### src/rtl/program_loader_if.sv
// Byte-stream and RAM-port bundle between the program loader and its neighbours.
// A byte moves on every rising clk edge where in_valid and in_ready are both high.
interface program_loader_if #(
    parameter int ADDR_W = 5,
    parameter int DATA_W = 8
);
    logic              in_valid;
    logic              in_ready;
    logic [DATA_W-1:0] in_data;
    logic              mem_we;
    logic [ADDR_W-1:0] mem_addr;
    logic [DATA_W-1:0] mem_wdata;
    logic [DATA_W-1:0] mem_rdata;

    modport master (
        output in_valid, in_data, mem_rdata,
        input  in_ready, mem_we, mem_addr, mem_wdata
    );

    modport slave (
        input  in_valid, in_data, mem_rdata,
        output in_ready, mem_we, mem_addr, mem_wdata
    );
endinterface

### src/rtl/program_loader.sv
// Fills the CPU's program RAM from a byte stream, reads the image back to verify
// its checksum, and keeps the CPU in reset until a verified image is present.
module program_loader #(
    parameter int ADDR_W = 5,
    parameter int DATA_W = 8,
    parameter int DEPTH  = 32
) (
    input  logic              clk,
    input  logic              reset,
    input  logic              start,
    input  logic [ADDR_W:0]   len,
    program_loader_if.slave   bus,
    output logic              cpu_hold,
    output logic              busy,
    output logic              done,
    output logic              error,
    output logic [DATA_W-1:0] checksum,
    output logic [2:0]        dbg_state
);
    typedef enum logic [2:0] {
        S_IDLE   = 3'd0,
        S_LOAD   = 3'd1,
        S_VERIFY = 3'd2,
        S_CHECK  = 3'd3,
        S_DONE   = 3'd4,
        S_ERROR  = 3'd5
    } state_e;

    localparam logic [ADDR_W:0] DEPTH_L = (ADDR_W+1)'(DEPTH);
    localparam logic [ADDR_W:0] ONE     = (ADDR_W+1)'(1);

    state_e            state_q, state_d;
    logic [ADDR_W:0]   len_q, len_d;
    logic [ADDR_W:0]   addr_q, addr_d;
    logic [ADDR_W:0]   vcnt_q, vcnt_d;
    logic [DATA_W-1:0] sum_q, sum_d;
    logic [DATA_W-1:0] vsum_q, vsum_d;
    logic              in_ready_q, in_ready_d;
    logic              cpu_hold_q, cpu_hold_d;
    logic              busy_q, busy_d;
    logic              done_q, done_d;
    logic              error_q, error_d;

    logic              len_ok;
    logic              xfer;
    logic              mem_we;
    logic [ADDR_W-1:0] mem_addr;
    logic [DATA_W-1:0] mem_wdata;

    assign len_ok = (len != '0) && (len <= DEPTH_L);
    assign xfer   = bus.in_valid && in_ready_q;

    always_comb begin
        state_d   = state_q;
        len_d     = len_q;
        addr_d    = addr_q;
        vcnt_d    = vcnt_q;
        sum_d     = sum_q;
        vsum_d    = vsum_q;
        mem_we    = 1'b0;
        mem_addr  = '0;
        mem_wdata = '0;

        case (state_q)
            S_IDLE, S_DONE, S_ERROR: begin
                if (start) begin
                    if (len_ok) begin
                        state_d = S_LOAD;
                        len_d   = len;
                        addr_d  = '0;
                        sum_d   = '0;
                    end else begin
                        state_d = S_ERROR;
                    end
                end
            end
            S_LOAD: begin
                mem_addr = addr_q[ADDR_W-1:0];
                if (xfer) begin
                    mem_we    = 1'b1;
                    mem_wdata = bus.in_data;
                    sum_d     = sum_q + bus.in_data;
                    addr_d    = addr_q + ONE;
                    if (addr_q + ONE == len_q) begin
                        state_d = S_VERIFY;
                        vcnt_d  = '0;
                        vsum_d  = '0;
                    end
                end
            end
            S_VERIFY: begin
                // Address runs one cycle ahead of the data it returns.
                if (vcnt_q != len_q) mem_addr = vcnt_q[ADDR_W-1:0];
                if (vcnt_q != '0) vsum_d = vsum_q + bus.mem_rdata;
                if (vcnt_q == len_q) state_d = S_CHECK;
                else                 vcnt_d  = vcnt_q + ONE;
            end
            S_CHECK: begin
                state_d = (vsum_q == sum_q) ? S_DONE : S_ERROR;
            end
            default: state_d = S_IDLE;
        endcase

        in_ready_d = (state_d == S_LOAD);
        busy_d     = (state_d == S_LOAD) || (state_d == S_VERIFY) || (state_d == S_CHECK);
        done_d     = (state_d == S_DONE);
        error_d    = (state_d == S_ERROR);
        cpu_hold_d = (state_d != S_DONE);
    end

    always_ff @(posedge clk) begin
        if (reset) begin
            state_q    <= S_IDLE;
            len_q      <= '0;
            addr_q     <= '0;
            vcnt_q     <= '0;
            sum_q      <= '0;
            vsum_q     <= '0;
            in_ready_q <= 1'b0;
            cpu_hold_q <= 1'b1;
            busy_q     <= 1'b0;
            done_q     <= 1'b0;
            error_q    <= 1'b0;
        end else begin
            state_q    <= state_d;
            len_q      <= len_d;
            addr_q     <= addr_d;
            vcnt_q     <= vcnt_d;
            sum_q      <= sum_d;
            vsum_q     <= vsum_d;
            in_ready_q <= in_ready_d;
            cpu_hold_q <= cpu_hold_d;
            busy_q     <= busy_d;
            done_q     <= done_d;
            error_q    <= error_d;
        end
    end

    assign bus.in_ready  = in_ready_q;
    assign bus.mem_we    = mem_we;
    assign bus.mem_addr  = mem_addr;
    assign bus.mem_wdata = mem_wdata;
    assign cpu_hold      = cpu_hold_q;
    assign busy          = busy_q;
    assign done          = done_q;
    assign error         = error_q;
    assign checksum      = sum_q;
    assign dbg_state     = state_q;
endmodule

### src/flat_wrapper.sv
// flat-port wrapper written by rule: the top's interface ports become plain ports
module program_loader_flat 
#(
    parameter int ADDR_W = 5,
    parameter int DATA_W = 8,
    parameter int DEPTH  = 32
)
  (clk, reset, start, len, cpu_hold, busy, done, error, checksum, dbg_state, bus_in_valid, bus_in_data, bus_mem_rdata, bus_in_ready, bus_mem_we, bus_mem_addr, bus_mem_wdata);
  program_loader_if #(.ADDR_W(ADDR_W), .DATA_W(DATA_W)) bus_i ();
  input  logic clk;
  input  logic reset;
  input  logic start;
  input  logic [ADDR_W:0] len;
  output logic cpu_hold;
  output logic busy;
  output logic done;
  output logic error;
  output logic [DATA_W-1:0] checksum;
  output logic [2:0] dbg_state;
  input wire logic [$bits(bus_i.in_valid)-1:0] bus_in_valid;
  input wire logic [$bits(bus_i.in_data)-1:0] bus_in_data;
  input wire logic [$bits(bus_i.mem_rdata)-1:0] bus_mem_rdata;
  output wire logic [$bits(bus_i.in_ready)-1:0] bus_in_ready;
  output wire logic [$bits(bus_i.mem_we)-1:0] bus_mem_we;
  output wire logic [$bits(bus_i.mem_addr)-1:0] bus_mem_addr;
  output wire logic [$bits(bus_i.mem_wdata)-1:0] bus_mem_wdata;
  assign bus_i.in_valid = bus_in_valid;
  assign bus_i.in_data = bus_in_data;
  assign bus_i.mem_rdata = bus_mem_rdata;
  assign bus_in_ready = bus_i.in_ready;
  assign bus_mem_we = bus_i.mem_we;
  assign bus_mem_addr = bus_i.mem_addr;
  assign bus_mem_wdata = bus_i.mem_wdata;
  program_loader #(.ADDR_W(ADDR_W), .DATA_W(DATA_W), .DEPTH(DEPTH)) u_core (.clk(clk), .reset(reset), .start(start), .len(len), .bus(bus_i), .cpu_hold(cpu_hold), .busy(busy), .done(done), .error(error), .checksum(checksum), .dbg_state(dbg_state));
endmodule
### config.mk
export PLATFORM = sky130hd
export DESIGN_NAME = program_loader_flat
export DESIGN_NICKNAME = d
export VERILOG_FILES = /design/src/rtl/program_loader_if.sv /design/src/rtl/program_loader.sv /design/src/flat_wrapper.sv
export SDC_FILE = /design/constraint.sdc
export NUM_CORES = 1
export LEC_CHECK = 0
export CAP_MARGIN = 20
export CORE_ASPECT_RATIO = 1.4
export CORE_UTILIZATION = 40
export DETAILED_ROUTE_END_ITERATION = 6
export PLACE_DENSITY = 0.71
export RECOVER_POWER = 25
export REMOVE_ABC_BUFFERS = 1
export SYNTH_ARGS = -nofsm -noshare
export SYNTH_HDL_FRONTEND = slang
export SYNTH_SLANG_ARGS = --single-unit
### constraint.sdc
create_clock -name clk -period 5.05 [get_ports clk]
set_clock_uncertainty 0.15 [all_clocks]
set_input_delay 1.01 -clock clk [delete_from_list [all_inputs] [get_ports clk]]
set_output_delay 1.01 -clock clk [all_outputs]
set_load 0.05 [all_outputs]
==> impl_metrics.tcl <==
set metrics [dict create \
    synth_edf_count 0 \
    syn_avg_cell_area_um2 8.514 \
    syn-cell-area_um2 2784 \
    syn_inst 327 \
    cts_setup_buffers 0 \
    max_freq_mhz 242.0 \
    ys_seq_elements 42 \
    drt_wl_total_um 6848 \
    required_ns 3.89 \
    grt_pass1_vias 2423 \
    boundaryPins 56 \
    p_total_uw 741.0 \
    peakVddDrop_uv 190.7 \
    power.density_nw_per_um2 213.7 \
    p_sw_share_pct 31.92 \
    path_cells "clkdlybuf4s50_1 > nand3_2 > inv_2 > and2_1 > clkdlybuf4s50_1" \
    io_buffers 55 \
    startpoint_type "input pin" \
    final.setup.tns_ns 0 \
    antenna_found_initial 0 \
    cts_max_path_buffers 2 \
    chipWidth_um 72.51 \
    tightest_slew_ns 1.098 \
    drtAntennaViolNets 0 \
    critPathArrivalTime_ns 2.97 \
    netSwitchingPower_uw 236.5 \
    combPwrFrac_pct 21.6 \
    p_leak_nw 1.437 \
    rows 35 \
    rrSetupSlack_ns 2.26 \
    whs_ns 0.3537 \
    cts_resized 0 \
    grt-ovfl-total 0 \
    fin_crit_ns 4.132 \
    cts_made_buffers 5 \
    clkPwrFrac_pct 30.2 \
    start_util_pct 41.82 \
    core_um2 6656 \
    design_area_um2 3467 \
    cts_tree "done" \
    antenna_cells 0 \
    wl_per_cell_um 14.57 \
    globalplace.congestion 0.8274 \
    finalHoldViolations 0 \
    internal_power_uw 504.5 \
    dr.pass1.iters 4 \
    finalCritPeriodShare_pct 81.81 \
    maxSlewHeadroom_pct 26.00 \
    cp_slowest_cell "clkdlybuf4s50_1" \
    ys_types 53 \
    htreeDepth 2 \
    drc_errors 0 \
    setup_ws_ns 0.9185 \
    track_usage_pct 19.85 \
    drive_gt1_share_pct 5.820 \
    dp_slack_ns 0.9137 \
    seqPwrFrac_pct 48.2 \
    root_buffer "clkbuf_8" \
    final_core_util_pct 52.09 \
    cts.sinks 42 \
    final_cell_count_no_fill 470 \
    cap_violations 0 \
    placed_cells 462 \
    design.die.area_um2 7302 \
    grt_max_degree 46 \
    slowest_delay_ns 0.79 \
    post_dp_cell_area_um2 3398 \
    path_clk_slew_ns 0.09 \
    vias 2559 \
    num-nets-final 422 \
    status "finished, final reports clean" \
    drt_iter0_drc 75 \
    seq_area_frac_synth_pct 30.20 \
    setup_violations 0 \
    syn2layout_area_growth_pct 24.54 \
    path_max_fanout 16 \
    cp_common_cell "clkdlybuf4s50_1" \
    async_flop_share_pct 0 \
    hold_class "reg -> reg" \
    hpwl_um 5291 \
    grt_pass1_wl_um 11250 \
    path_class "in -> out" \
    ctsHoldBuffers 0 \
    die_h_um 100.7 \
    via_per_inst 5.445 \
    drv_slew 0 \
    rsz0062_at_grt "no" \
    synth-warning-count 0 \
    synthFlopType "dfxtp_1" \
    clock_latency_ns 0.30 \
    critPathCaptureType "output port" \
    fillCellCount 654 \
]
-- kinds of logic (layout without fill, tap and decap cells) --
family / count (synthesis) / in the layout / share of synthesized area, %
compound gates: 77 / 77 / 20.13
buf+inv: 21 / 72 / 3.191
flops: 42 / 42 / 30.20
simple gates: 131 / 131 / 25.44
xor+xnor: 30 / 30 / 9.438
mux: 7 / 7 / 2.517
fa+ha+maj: 19 / 19 / 9.079
-- routing by layer --
layer,routed length (um),track usage (%),up-vias
met5,0,0,-
met4,150,8.145,0
met3,206,3.600,12
met2,3438,34.36,43
met1,3053,23.86,1204
li1,-,-,1300
-- power by group through the flow --
stage	Clock (mW)	Combinational (mW)	Sequential (mW)
floorplan	0	0.0828	0.382
finish	0.224	0.160	0.357
global route	0.242	0.175	0.359
detailed placement	0	0.165	0.365
CTS	0.231	0.166	0.357
global placement	0	0.163	0.364
-- worst max-delay path, delay by kind of cell --
kind / cells / cell delay (ns)
buf+inv: 3 / 1.59
simple gates: 2 / 0.35
-- layout by cell type, fill, tap and decap left out, types with 3 or more instances in the layout --
master and count:
a211o_1 3, a21o_1 4, a21oi_1 20, a22o_1 12, a311oi_1 5, a31oi_1 6, and2_1 8, clkbuf_8 5
clkdlybuf4s50_1 42, dfxtp_1 42, dlygate4sd3_1 13, ha_1 17, inv_1 6, mux2i_1 7, nand2_1 26, nand2b_1 6
nand3_1 18, nand4_1 4, nor2_1 27, nor2b_1 5, nor3_1 12, nor3b_1 3, nor4_1 5, o21a_1 3
o21ai_0 9, or3_1 5, xnor2_1 11, xor2_1 19
-- cell type report --
| type | instances | area (um^2) | area share (%) |
|---|---|---|---|
| Multi-Input combinational cell | 264 | 1833 | 52.87 |
| Sequential cell | 42 | 840.8 | 24.25 |
| Timing Repair Buffer | 56 | 558.0 | 16.10 |
| Tap cell | 92 | 115.1 | 3.320 |
| Clock buffer | 5 | 68.82 | 1.985 |
| Inverter | 8 | 30.03 | 0.8661 |
| Clock inverter | 3 | 21.27 | 0.6135 |
-- registers in the layout, summed over array words and instances, names as in the netlist, 3 cells and up --
| name | flops |
|---|---|
| u_core.checksum | 8 |
| u_core.vsum_q | 8 |
| u_core.vcnt_q | 6 |
| u_core.dbg_state | 3 |
| u_core.len_q | 6 |
| u_core.addr_q | 6 |
-- path summary, 6_finish.rpt --
kind,startpoint,to,depth (start not counted)
min,u_core.addr_q[5],u_core.addr_q[5],1
min reg2reg,u_core.addr_q[5],u_core.addr_q[5],1
max reg2reg,u_core.vcnt_q[2],u_core.vcnt_q[0],6
max,bus_in_valid,bus_mem_wdata[3],5
-- synth_stat cells, types with 4 or more instances --
| master | n | share of area, % |
|---|---|---|
| and2_1 | 8 | 1.8 |
| nor3_1 | 12 | 2.2 |
| nand3_1 | 18 | 3.2 |
| a21o_1 | 4 | 1.1 |
| nand2_1 | 26 | 3.5 |
| a31oi_1 | 6 | 1.3 |
| clkbuf_1 | 9 | 1.2 |
| a21oi_1 | 19 | 3.4 |
| nand2b_1 | 6 | 1.3 |
| dfxtp_1 | 42 | 30 |
| nand4_1 | 4 | 0.90 |
| a22o_1 | 12 | 3.8 |
| ha_1 | 17 | 7.6 |
| nor2_1 | 26 | 3.5 |
| nor4_1 | 5 | 1.1 |
| inv_1 | 6 | 0.81 |
| o21ai_0 | 7 | 1.3 |
| xnor2_1 | 11 | 3.5 |
| or3_1 | 5 | 1.1 |
| a311oi_1 | 5 | 1.6 |
| nor2b_1 | 5 | 1.1 |
| xor2_1 | 19 | 6.0 |
| mux2i_1 | 7 | 2.5 |
(Power assumes the default switching activity.)
